$ cat config.mk
export PLATFORM = sky130hd
export DESIGN_NAME = neuron_mac_seq_flat
export DESIGN_NICKNAME = d
export VERILOG_FILES = /design/src/rtl/neuron_mac_seq_if.sv /design/src/rtl/neuron_mac_seq.sv /design/src/flat_wrapper.sv
export SDC_FILE = /design/constraint.sdc
export NUM_CORES = 1
export LEC_CHECK = 0
export ABC_AREA = 1
export ABC_CLOCK_PERIOD_IN_PS = 5950
export BUFFER_PORTS_ARGS = -buffer_cell sky130_fd_sc_hd__buf_2
export CORE_MARGIN = 1.5
export CORE_UTILIZATION = 53
export CTS_BUF_LIST = sky130_fd_sc_hd__clkbuf_4
export CTS_CLUSTER_SIZE = 28
export DETAILED_ROUTE_END_ITERATION = 6
export PLACE_DENSITY_LB_ADDON = 0.08
export SYNTH_ARGS = -nofsm -noshare
export SYNTH_HDL_FRONTEND = slang
export SYNTH_SLANG_ARGS = --single-unit
export TNS_END_PERCENT = 5
$ cat constraint.sdc
create_clock -name clk -period 5.95 [get_ports clk]
set_clock_uncertainty 0.1 [all_clocks]
set_input_delay 0.2975 -clock clk [delete_from_list [all_inputs] [get_ports clk]]
set_output_delay 0.2975 -clock clk [all_outputs]
set_load 0.005 [all_outputs]
$ cat src/rtl/neuron_mac_seq_if.sv
// neuron_mac_seq_if: control handshake, weight-BRAM port and result handshake of one neuron stage
interface neuron_mac_seq_if #(
    parameter int DATA_W = 16,
    parameter int ADDR_W = 5
);
    logic              start;
    logic [DATA_W-1:0] bias;
    logic [DATA_W-1:0] x_data;
    logic              x_valid;
    logic              x_ready;
    logic [ADDR_W-1:0] w_addr;
    logic              w_en;
    logic              w_we;
    logic [DATA_W-1:0] w_do;
    logic [DATA_W-1:0] y_data;
    logic              y_valid;
    logic              y_ready;
    logic              busy;
    modport master (
        output start, bias, x_data, x_valid, w_do, y_ready,
        input  x_ready, w_addr, w_en, w_we, y_data, y_valid, busy
    );
    modport slave (
        input  start, bias, x_data, x_valid, w_do, y_ready,
        output x_ready, w_addr, w_en, w_we, y_data, y_valid, busy
    );
endinterface

$ cat src/rtl/neuron_mac_seq.sv
// neuron_mac_seq: walks a weight BRAM, MACs streamed activations, adds bias, applies ReLU/saturation
module neuron_mac_seq #(
    parameter int N_INPUTS  = 28,
    parameter int ADDR_W    = 5,
    parameter int DATA_W    = 16,
    parameter int FRAC_BITS = 8,
    parameter int ACC_W     = 40,
    parameter int RELU      = 1
) (
    input logic            clk,
    input logic            rst_n,
    neuron_mac_seq_if.slave m
);
    typedef enum logic [2:0] {S_IDLE, S_PRIME, S_RUN, S_BIAS, S_DONE} state_t;
    localparam logic [ADDR_W-1:0] LAST = ADDR_W'(N_INPUTS - 1);
    state_t                     state, state_nxt;
    logic signed [ACC_W-1:0]    acc, acc_nxt, sum, r;
    logic signed [2*DATA_W-1:0] prod;
    logic [ACC_W-DATA_W:0]      hi;
    logic [ADDR_W-1:0]          idx, idx_nxt, w_addr, w_addr_nxt;
    logic [DATA_W-1:0]          bias_q, bias_nxt, y_data, y_data_nxt, sat, y_res;
    logic                       w_en, w_en_nxt, y_valid, y_valid_nxt, hs;

    assign hs   = m.x_valid && state == S_RUN;
    assign prod = $signed(m.x_data) * $signed(m.w_do);
    assign sum  = acc + ($signed({{(ACC_W-DATA_W){bias_q[DATA_W-1]}}, bias_q}) <<< FRAC_BITS);
    assign r    = sum >>> FRAC_BITS;
    // r fits DATA_W only when all bits from the output sign bit upward agree
    assign hi    = r[ACC_W-1:DATA_W-1];
    assign sat   = (&hi || ~|hi) ? r[DATA_W-1:0] : {r[ACC_W-1], {(DATA_W-1){~r[ACC_W-1]}}};
    assign y_res = (RELU != 0 && r[ACC_W-1]) ? '0 : sat;

    assign m.x_ready = state == S_RUN;
    assign m.busy    = state != S_IDLE;
    assign m.w_we    = 1'b0;
    assign m.w_addr  = w_addr;
    assign m.w_en    = w_en;
    assign m.y_data  = y_data;
    assign m.y_valid = y_valid;

    always_comb begin
        state_nxt   = state;
        acc_nxt     = acc;
        idx_nxt     = idx;
        bias_nxt    = bias_q;
        w_addr_nxt  = w_addr;
        w_en_nxt    = 1'b0;
        y_data_nxt  = y_data;
        y_valid_nxt = y_valid;
        case (state)
            S_IDLE: if (m.start) begin
                bias_nxt   = m.bias;
                acc_nxt    = '0;
                idx_nxt    = '0;
                w_addr_nxt = '0;
                w_en_nxt   = 1'b1;
                state_nxt  = S_PRIME;
            end
            S_PRIME: state_nxt = S_RUN;
            // a stall leaves w_en low so the BRAM keeps presenting W[idx]
            S_RUN: if (hs) begin
                acc_nxt = acc + $signed({{(ACC_W-2*DATA_W){prod[2*DATA_W-1]}}, prod});
                if (idx == LAST) begin
                    state_nxt = S_BIAS;
                end else begin
                    idx_nxt    = idx + 1'b1;
                    w_addr_nxt = idx + 1'b1;
                    w_en_nxt   = 1'b1;
                end
            end
            S_BIAS: begin
                y_data_nxt  = y_res;
                y_valid_nxt = 1'b1;
                state_nxt   = S_DONE;
            end
            S_DONE: if (m.y_ready) begin
                y_valid_nxt = 1'b0;
                state_nxt   = S_IDLE;
            end
            default: state_nxt = S_IDLE;
        endcase
    end

    always_ff @(posedge clk) begin
        if (!rst_n) begin
            state   <= S_IDLE;
            acc     <= '0;
            idx     <= '0;
            bias_q  <= '0;
            w_addr  <= '0;
            w_en    <= 1'b0;
            y_data  <= '0;
            y_valid <= 1'b0;
        end else begin
            state   <= state_nxt;
            acc     <= acc_nxt;
            idx     <= idx_nxt;
            bias_q  <= bias_nxt;
            w_addr  <= w_addr_nxt;
            w_en    <= w_en_nxt;
            y_data  <= y_data_nxt;
            y_valid <= y_valid_nxt;
        end
    end
endmodule

$ cat src/flat_wrapper.sv
// flat-port wrapper written by rule: the top's interface ports become plain ports
module neuron_mac_seq_flat 
#(
    parameter int N_INPUTS  = 28,
    parameter int ADDR_W    = 5,
    parameter int DATA_W    = 16,
    parameter int FRAC_BITS = 8,
    parameter int ACC_W     = 40,
    parameter int RELU      = 1
)
  (clk, rst_n, m_start, m_bias, m_x_data, m_x_valid, m_w_do, m_y_ready, m_x_ready, m_w_addr, m_w_en, m_w_we, m_y_data, m_y_valid, m_busy);
  neuron_mac_seq_if #(.DATA_W(DATA_W), .ADDR_W(ADDR_W)) m_i ();
  input logic clk;
  input logic rst_n;
  input wire logic [$bits(m_i.start)-1:0] m_start;
  input wire logic [$bits(m_i.bias)-1:0] m_bias;
  input wire logic [$bits(m_i.x_data)-1:0] m_x_data;
  input wire logic [$bits(m_i.x_valid)-1:0] m_x_valid;
  input wire logic [$bits(m_i.w_do)-1:0] m_w_do;
  input wire logic [$bits(m_i.y_ready)-1:0] m_y_ready;
  output wire logic [$bits(m_i.x_ready)-1:0] m_x_ready;
  output wire logic [$bits(m_i.w_addr)-1:0] m_w_addr;
  output wire logic [$bits(m_i.w_en)-1:0] m_w_en;
  output wire logic [$bits(m_i.w_we)-1:0] m_w_we;
  output wire logic [$bits(m_i.y_data)-1:0] m_y_data;
  output wire logic [$bits(m_i.y_valid)-1:0] m_y_valid;
  output wire logic [$bits(m_i.busy)-1:0] m_busy;
  assign m_i.start = m_start;
  assign m_i.bias = m_bias;
  assign m_i.x_data = m_x_data;
  assign m_i.x_valid = m_x_valid;
  assign m_i.w_do = m_w_do;
  assign m_i.y_ready = m_y_ready;
  assign m_x_ready = m_i.x_ready;
  assign m_w_addr = m_i.w_addr;
  assign m_w_en = m_i.w_en;
  assign m_w_we = m_i.w_we;
  assign m_y_data = m_i.y_data;
  assign m_y_valid = m_i.y_valid;
  assign m_busy = m_i.busy;
  neuron_mac_seq #(.N_INPUTS(N_INPUTS), .ADDR_W(ADDR_W), .DATA_W(DATA_W), .FRAC_BITS(FRAC_BITS), .ACC_W(ACC_W), .RELU(RELU)) u_core (.clk(clk), .rst_n(rst_n), .m(m_i));
endmodule
# After elaboration in Yosys (flattened, before gate mapping)

Cells that the tools add are included.

Register bits after elaboration: 82
Bits in latches: 0
RAM bits: 0
Bits in read-only memories: 0
Logic and storage cells: 56
Memories: 0

Add/sub/neg operators: 3
Multiply operators: 1
Divide/modulo/power cells: 0
$lt $le $gt $ge: 0
Eq/ne operators: 10
Shift operators: 0
Multiplexer cells: 20
Bitwise operators: 1
Reductions and logical operators: 14

Operators by type and width:

| kind                | number |
|---|---|
| $mux 40             | 2 |
| $pmux 40 s2         | 1 |
| $add 40x24->40      | 1 |
| $add 40x32->40      | 1 |
| $mul 16x16->32      | 1 |
| $mux 16             | 2 |
| $reduce_and 17->1   | 1 |
| $reduce_or 17->1    | 1 |
| $mux 5              | 3 |
| $pmux 3 s5          | 1 |
| $mux 3              | 4 |
| $pmux 5 s2          | 1 |
| $reduce_and 4->1    | 2 |
| $eq 3x2->1 const B  | 2 |
| $ne 2x2->1 const B  | 3 |
| $add 5x1->5 const B | 1 |
| $eq 5x5->1 const B  | 1 |
| $mux 1              | 4 |
| $ne 2x1->1 const B  | 2 |
| $pmux 1 s2          | 2 |
| $reduce_and 2->1    | 2 |
| $reduce_bool 2->1   | 2 |
| $eq 3x1->1 const B  | 1 |
| $eq 3x3->1 const B  | 1 |
| 7 further kinds     | 7 |

# Longest topological paths before layout

Gate-level depths: netlist of run 1.

Depth in word-level cells: 6
Mapped depth: 29
Depth with buffers taken out: 27

# Least setup slack after synthesis of run 1

Ideal clock, no wire load.

Path type: input port to flip-flop
Start: in m_w_do[3]
End: reg u_core.acc[39]
Arrival time: 6063 ps
Required time: 5779 ps
Path slack: -284 ps
Cell stages on the path: 23
Buffers on the path: 2
Cells stage by stage: clkbuf_1 > clkbuf_1 > nand2_1 > inv_1 > fa_1 > fa_1 > inv_1 > fa_1 > fa_1 > inv_1 > fa_1 > inv_1 > fa_1 > inv_1 > ha_1 > a21oi_1 > a21boi_0 > o221ai_1 > a31oi_1 > nand3_1 > a21boi_0 > o21ai_0 > a21oi_1

Cells in the longest elaborated chain, start to end: 4

Ends and longest elaborated chain:

| item                 | RTL line             | RTL |
|---|---|---|
| from (decl)          | flat_wrapper.sv:19   | `input wire logic [$bits(m_i.w_do)-1:0] m_w_do;` |
| $mul 16x16->32       | neuron_mac_seq.sv:25 | `assign prod = $signed(m.x_data) * $signed(m.w_do);` |
| $add 40x32->40       | neuron_mac_seq.sv:62 | `acc_nxt = acc + $signed({{(ACC_W-2*DATA_W){prod[2*DATA_W-1]}}, prod});` |
| $mux 40              | neuron_mac_seq.sv:61 | `S_RUN: if (hs) begin` |
| $pmux 40 s2          | neuron_mac_seq.sv:50 | `case (state)` |
| to (signal assigned) | neuron_mac_seq.sv:96 | `acc <= acc_nxt;` |
| to (decl)            | neuron_mac_seq.sv:17 | `logic signed [ACC_W-1:0] acc, acc_nxt, sum, r;` |

Every way passes these cells. The select of a mux whose other input is x is not followed.
A chain may end at the register's enable or synchronous reset.

# Final worst setup path of run 1

Start: in m_w_do[4]
End: reg u_core.acc[35]

The elaborated chain is that of the path after synthesis.

==> impl_table.tex, run 1 <==
\begin{tabular}{lr}
\hline
Metric & Value \\
\hline
\multicolumn{2}{l}{\textbf{Outcome}} \\
\quad Outcome & complete, no violations \\
\multicolumn{2}{l}{\textbf{Synthesis}} \\
\quad Primary flip-flop cell chosen by synthesis mapping & dfxtp\_1 \\
\quad Mean Syn Cell Area & 7.250 sq um \\
\quad Sequential element share of the synthesized area & 8.756\% \\
\quad Basic-gate share of the synthesized area counting and, or, nand and nor cells & 21.25\% \\
\quad Synth Cell Area & 18750 sq um \\
\quad Cell taking the most area after synthesis & fa\_1 \\
\quad Post-synth EDFFs & 0 \\
\quad Area fraction in compound gates after synthesis & 7.895\% \\
\quad Seq cells post-synth & 82 \\
\quad Cell types with the largest area share after synthesis & fa\_1, inv\_1, nand2\_1 \\
\quad Number of nets produced by synthesis & 3117 \\
\quad Main combinational cell family by area after synthesis & adder cells \\
\quad Post-synth top area share & 35.34\% \\
\quad Post-synthesis xor/xnor area fraction & 1.161\% \\
\quad YS warnings & 0 \\
\quad Post-synth cell types & 47 \\
\quad Mux cell area share after synthesis & 0\% \\
\quad Post-Synth Adder-Cell Area & 45.15\% \\
\quad Gate count after technology mapping & 2586 \\
\quad Async SR Flop Fraction & 0\% \\
\multicolumn{2}{l}{\textbf{Worst hold path}} \\
\quad Cell depth of the worst min-delay path & 3 \\
\quad Critical hold path startpoint & m\_bias[13] \\
\quad Type of the tightest min-delay check & in2reg \\
\quad Worst Hold Path EP & u\_core.bias\_q[13] \\
\multicolumn{2}{l}{\textbf{Timing}} \\
\quad Final Hold Vio Count & 0 \\
\quad Highest clock rate & 0.1763 GHz \\
\quad Number of setup violations in the final report & 0 \\
\quad Minimum clock period & 5671 ps \\
\quad Worst-case headroom to the max-slew limit & 32.46\% \\
\quad Setup repair after global routing missed its margin & no \\
\quad Hold slack & 57.94 ps \\
\quad Setup total negative slack & 0 ps \\
\quad Tightest Pin Transition & 1013 ps \\
\quad Tcrit/Tclk final & 95.31\% \\
\quad Max Transition Viols Final & 0 \\
\multicolumn{2}{l}{\textbf{Placement}} \\
\quad Input/output buffers & 77 \\
\quad Final Wtd Congestion & 0.9165 \\
\quad Cell Count Post-Placement & 3184 \\
\quad HPWL reported at the end of detailed placement & 42.91 mm \\
\multicolumn{2}{l}{\textbf{GRT}} \\
\quad Antenna violations before repair & 1 \\
\quad GR Overflow Total & 0 \\
\quad First-pass GRT wire length & 84.03 mm \\
\quad Overall routing resource usage & 29.00\% \\
\quad Vias in the first global route & 16846 \\
\quad Largest net degree at the start of global routing & 53 \\
\multicolumn{2}{l}{\textbf{Worst setup path}} \\
\quad FF-to-FF path depth & 21 \\
\quad Critical Path Max Stage Delay & 570 ps \\
\quad Worst reg2reg setup slack & 660 ps \\
\quad Crit path max-delay family & adder cells \\
\quad Worst-path fanout max & 11 \\
\quad Sort of element at the end of the critical path & flop \\
\quad Required time worst endpoint & 6250 ps \\
\quad Data arrival time at the worst-slack endpoint & 5970 ps \\
\quad Setup CP Type & in2reg \\
\quad Worst path bufs/invs & 7 \\
\quad Launching point of the worst reg2reg path & u\_core.acc[15] \\
\quad Critical Path Source Type & input pin \\
\quad Worst flop-to-flop path endpoint & u\_core.acc[35] \\
\quad Cell occurring most often along the worst timing path & fa\_1 \\
\quad CP max-delay cell & fa\_1 \\
\multicolumn{2}{l}{\textbf{Cells and area}} \\
\quad Post-layout util & 60.02\% \\
\quad Post-layout net count & 3286 \\
\quad Count of fill cells added during filler insertion & 3398 \\
\quad Most common cell after layout, fill and taps aside & inv\_1 \\
\quad Layout overhead on the synthesized area & 11.13\% \\
\quad Number of standard cells in the layout, taps in and fillers out & 3216 \\
\quad Fraction of layout instances using a drive strength above 1 & 11.20\% \\
\quad Most used cells in the layout excluding fill and tap cells & inv\_1, nand2\_1, fa\_1 \\
\multicolumn{2}{l}{\textbf{Die}} \\
\quad I/O pin total & 79 \\
\quad Core region area & 34710 sq um \\
\quad Area enclosed by the die boundary & 36510 sq um \\
\quad Placement row count & 68 \\
\quad Die span in x & 191.1 um \\
\quad Initial core utilization & 54.01\% \\
\quad Die extent in y & 191.1 um \\
\multicolumn{2}{l}{\textbf{Routing}} \\
\quad Initial DRC Count & 988 \\
\quad Sum of routed wire length over all layers & 48.89 mm \\
\quad Drt pass-1 iters & 5 \\
\quad Per-cell via count in the routed design & 4.988 \\
\quad Via count & 16042 \\
\quad Remaining number of nets flagged by the antenna check after routing & 0 \\
\quad Number of DRC violations after detailed routing & 0 \\
\quad Mean routed wirelength per cell & 15.20 um \\
\multicolumn{2}{l}{\textbf{CTS}} \\
\quad Clock root buffer master & clkbuf\_4 \\
\quad Clk sinks & 82 \\
\quad Number of clock buffers inserted by TritonCTS & 9 \\
\quad Maximum level of the CTS H-tree & 3 \\
\quad Clock latency at the later pin of the worst-skew pair & 470 ps \\
\quad Post-CTS clock slew at the launch and capture registers of the worst setup and hold paths & 170 ps \\
\quad CTS tree & done \\
\quad Number of buffers on the longest clock path & 2 \\
\multicolumn{2}{l}{\textbf{Flow run}} \\
\quad Max-cap viol count & 0 \\
\hline
\end{tabular}
## layer usage
layer	GRT usage, %	part of all wire, %	wire length (um)	vias to the layer above
li1	-	-	-	7963
met1	40.02	46	22570	7694
met2	50.35	48	23580	337
met3	2.148	3.8	1875	48
met4	5.439	1.8	865	0
met5	0	0	0	-
## layout make-up
class	count	area, sq um	share of cell area (%)
timing repair buffer	245	1712	8.216
clock inverter	7	81.33	0.3904
clock buffer	9	67.56	0.3243
multi-input combinational	1727	14170	68.00
antenna	1	2.502	0.01201
sequential	82	1642	7.879
inverter	690	2592	12.44
tap	455	569.3	2.733
## worst min-delay path, delay by kind of cell
| family | cells | cell delay (ps) |
|---|---|---|
| buf+inv | 1 | 100 |
| compound gates | 1 | 80 |
| simple gates | 1 | 130 |
## synthesized netlist by cell type, drive strengths merged, types with 2 or more instances
cell	instances
inv	689
nand2	686
fa	331
ha	147
a21oi	143
nor2	129
nand3	99
dfxtp	82
clkbuf	77
o21ai	54
a21boi	24
xnor2	19
a31oi	16
or2	12
nand4	11
nor3	11
buf	10
o21bai	7
nand3b	6
nor4	6
o221ai	5
xor2	5
and2	3
o211ai	3
a21o	2
nor3b	2
o21a	2
## worst max path at each step
stage	startpoint	cells past startpoint	to	slack, ps
finish	m_w_do[4]	25	u_core.acc[35]	280
CTS	m_x_data[15]	25	u_core.acc[35]	200
detailed placement	m_x_data[15]	25	u_core.acc[35]	-280
global placement	m_x_data[15]	26	u_core.acc[35]	-170
global route	m_x_data[7]	26	u_core.acc[32]	20
floorplan	m_w_do[3]	23	u_core.acc[39]	40
## state kept, by name (all words and copies together) (netlist names)
name / flops
u_core.idx: 5
u_core.m.y_data: 16
u_core.m.w_en: 1
u_core.state: 3
u_core.bias_q: 16
u_core.acc: 40
u_core.m.y_valid: 1
## stage by stage
stage	setup WS (ps)	instance area, sq um
6_report	279.1	20830
5_1_grt	15.48	20830
4_1_cts	199.5	20820
3_5_place_dp	-283.9	20520
3_3_place_gp	-167.4	20520
2_1_floorplan	41.31	18760
## cell families after synthesis
family                     count (synthesis)
DFF                                       82
adders and majority gates                478
xor gates and xnor gates                  24
AOI/OAI and AO/OA                        258
and+or+nand+nor                          966
buffers and inverters                    777
other                                      1
## timing repair
action	in CTS	in global routing
setup endpoints to repair	0	8
hold buffers	15	0
hold endpoints to repair	16	0
setup buffers	0	0
resized for setup	0	7
Power of run 1 is not shown: default switching activity piles up to over one toggle a cycle in this logic, so the estimate is an artifact.
==> inputs of run 2 (changes only) <==
BUFFER_PORTS_ARGS = default   (was -buffer_cell sky130_fd_sc_hd__buf_2)
DONT_BUFFER_PORTS = 1   (was default)
==> run 2 against run 1 <==
Effect of this change:
- die area unchanged
- register-to-register slack worse by 170 ps
- flip-flop and latch count unchanged
- critical path depth down 1
- maximum frequency up 0.67%
- cell count down 5.9%
==> impl_table.tex, run 2 (synthesis results as in run 1) <==
\begin{tabular}{lr}
\hline
Metric & Value \\
\hline
\multicolumn{2}{l}{\textbf{CTS}} \\
\quad Post-CTS clock slew at the launch and capture registers of the worst setup and hold paths & 170 ps (about the same) \\
\quad Number of buffers on the longest clock path & 2 (unchanged) \\
\quad CTS tree & done \\
\quad Number of clock buffers inserted by TritonCTS & 9 (unchanged) \\
\quad Maximum level of the CTS H-tree & 3 (unchanged) \\
\quad Clock root buffer master & clkbuf\_4 \\
\quad Clk sinks & 82 (unchanged) \\
\quad Clock latency at the later pin of the worst-skew pair & 500 ps (+30 ps) \\
\multicolumn{2}{l}{\textbf{Timing}} \\
\quad Worst-case headroom to the max-slew limit & 36.53\% (+4.1 points) \\
\quad Tightest Pin Transition & 952.1 ps (-61.11 ps) \\
\quad Tcrit/Tclk final & 94.68\% (-0.63 points) \\
\quad Setup repair after global routing missed its margin & no \\
\quad Final Hold Vio Count & 0 (unchanged) \\
\quad Setup total negative slack & 0 ps (unchanged) \\
\quad Hold slack & 158.3 ps (+100.4 ps) \\
\quad Max Transition Viols Final & 0 (unchanged) \\
\quad Number of setup violations in the final report & 0 (unchanged) \\
\quad Minimum clock period & 5633 ps (-37.45 ps) \\
\quad Highest clock rate & 0.1775 GHz (+0.67\%) \\
\multicolumn{2}{l}{\textbf{Worst setup path}} \\
\quad FF-to-FF path depth & 18 (-14\%) \\
\quad Worst-path fanout max & 13 (+2) \\
\quad Launching point of the worst reg2reg path & u\_core.acc[9] \\
\quad Chain of cells forming the critical path & inv\_1 > buf\_12 > or2\_2 > fa\_1 > fa\_1 > inv\_1 > fa\_1 > fa\_1 > fa\_1 > inv\_1 > fa\_1 > inv\_1 > ha\_1 > nand2\_1 > nor2\_1 > nand2\_1 > nor2\_2 > nand2\_1 > nand3\_1 > a21oi\_1 > o21ai\_1 > a21boi\_0 > o21ai\_0 > a21oi\_1 \\
\quad Data arrival time at the worst-slack endpoint & 5890 ps (-80 ps) \\
\quad Sort of element at the end of the critical path & flop \\
\quad Worst reg2reg setup slack & 490 ps (-170 ps) \\
\quad Worst flop-to-flop path endpoint & u\_core.acc[28] \\
\quad Critical Path Max Stage Delay & 510 ps (-60 ps) \\
\quad Required time worst endpoint & 6200 ps (-50 ps) \\
\quad Setup CP Type & in2reg \\
\quad Cell occurring most often along the worst timing path & fa\_1 \\
\quad Critical Path Source Type & input pin \\
\quad CP max-delay cell & fa\_1 \\
\multicolumn{2}{l}{\textbf{Outcome}} \\
\quad Outcome & complete, no violations \\
\multicolumn{2}{l}{\textbf{Routing}} \\
\quad Mean routed wirelength per cell & 15.94 um (+4.9\%) \\
\quad Number of DRC violations after detailed routing & 0 (unchanged) \\
\quad Sum of routed wire length over all layers & 48.25 mm (-1.3\%) \\
\quad Initial DRC Count & 849 (-14\%) \\
\quad Drt pass-1 iters & 5 (unchanged) \\
\quad Via count & 15364 (-4.2\%) \\
\quad Per-cell via count in the routed design & 5.076 (+1.8\%) \\
\quad Remaining number of nets flagged by the antenna check after routing & 0 (unchanged) \\
\multicolumn{2}{l}{\textbf{Die}} \\
\quad I/O pin total & 79 (unchanged) \\
\quad Die extent in y & 191.1 um (unchanged) \\
\quad Initial core utilization & 54.01\% (unchanged) \\
\quad Placement row count & 68 (unchanged) \\
\quad Die span in x & 191.1 um (unchanged) \\
\quad Core region area & 34710 sq um (unchanged) \\
\quad Area enclosed by the die boundary & 36510 sq um (unchanged) \\
\multicolumn{2}{l}{\textbf{Cells and area}} \\
\quad Post-layout net count & 3097 (-5.8\%) \\
\quad Layout overhead on the synthesized area & 4.598\% \\
\quad Most common cell after layout, fill and taps aside & inv\_1 \\
\quad Most used cells in the layout excluding fill and tap cells & inv\_1, nand2\_1, fa\_1 \\
\quad Register with the highest flop count & u\_core.acc \\
\quad Number of flip-flops in the largest register & 40 (unchanged) \\
\quad Final design area excluding fillers & 19610 sq um (-5.9\%) \\
\quad Registers with the highest flip-flop counts & u\_core.acc (40), u\_core.bias\_q (16), u\_core.m.y\_data (16) \\
\quad Count of fill cells added during filler insertion & 3449 (+1.5\%) \\
\quad Fraction of layout instances using a drive strength above 1 & 4.512\% (-6.7 points) \\
\multicolumn{2}{l}{\textbf{GRT}} \\
\quad Antenna violations before repair & 1 (unchanged) \\
\quad Vias in the first global route & 16006 (-5.0\%) \\
\quad GR Overflow Total & 0 (unchanged) \\
\quad First-pass GRT wire length & 82.08 mm (-2.3\%) \\
\quad Largest net degree at the start of global routing & 78 (+47\%) \\
\quad Overall routing resource usage & 28.50\% (-0.50 points) \\
\multicolumn{2}{l}{\textbf{Placement}} \\
\quad Placed cell areas & 19270 sq um (-6.1\%) \\
\quad Final Wtd Congestion & 0.9115 (-0.55\%) \\
\quad HPWL reported at the end of detailed placement & 41.37 mm (-3.6\%) \\
\quad Input/output buffers & 0 (-100\%) \\
\multicolumn{2}{l}{\textbf{Flow run}} \\
\quad Max-cap viol count & 0 (unchanged) \\
\multicolumn{2}{l}{\textbf{Worst hold path}} \\
\quad Worst Hold Path EP & u\_core.acc[0] \\
\quad Type of the tightest min-delay check & in2reg \\
\quad Cell depth of the worst min-delay path & 5 (+2) \\
\quad Critical hold path startpoint & m\_x\_data[0] \\
\hline
\end{tabular}
## run 2: through the flow
stage,std cells,util (%),setup WS [ps]
floorplan,2586,-,41.31
global placement,2992,55.51,-284.2
detailed placement,2992,55.51,-284.7
CTS,3026,56.46,189.1
global route,3027,56.49,48.18
finish,3027,56.49,316.6
## run 2: critical path: cells and delay by family
| family | cells | cell delay (ps) |
|---|---|---|
| AO/OA/AOI/OAI | 5 | 690 |
| buffers and inverters | 5 | 430 |
| AND/OR/NAND/NOR | 7 | 1180 |
| adder cells (fa/ha/maj) | 7 | 3280 |
## run 2: area by class of cell
cell class,count,area (sq um),share of cell area (%)
timing repair buffer,56,490.5,2.501
inverter,690,2590,13.21
antenna,1,2.502,0.01276
multi-input combinational,1727,14170,72.24
clock inverter,7,81.33,0.4147
sequential,82,1642,8.371
clock buffer,9,67.56,0.3445
tap,455,569.3,2.903
## run 2: what timing repair did
action,4_1_cts,5_1_grt
resized for setup,0,3
setup buffers,0,0
setup endpoints to repair,0,2
hold buffers,18,0
endpoints found under the hold margin,23,0
## run 2: how the worst max path moves through the flow
stage | startpoint | end | slack (ps) | depth (start not counted)
after floorplan | m_w_do[3] | u_core.acc[39] | 40 | 23
after global placement | m_w_do[15] | u_core.acc[33] | -280 | 24
after detailed placement | m_w_do[15] | u_core.acc[33] | -280 | 24
after CTS | m_w_do[15] | u_core.acc[33] | 190 | 24
after global routing | m_w_do[15] | u_core.acc[35] | 50 | 25
final | m_w_do[15] | u_core.acc[33] | 320 | 24
## run 2: routing by layer
layer,vias up,wire length [um],track usage [%]
li1,7589,-,-
met2,340,22620,47.69
met1,7396,22900,40.60
met5,-,0,0
met3,39,2005,2.313
met4,0,733,5.649
Power of run 2 is left out for the same reason.
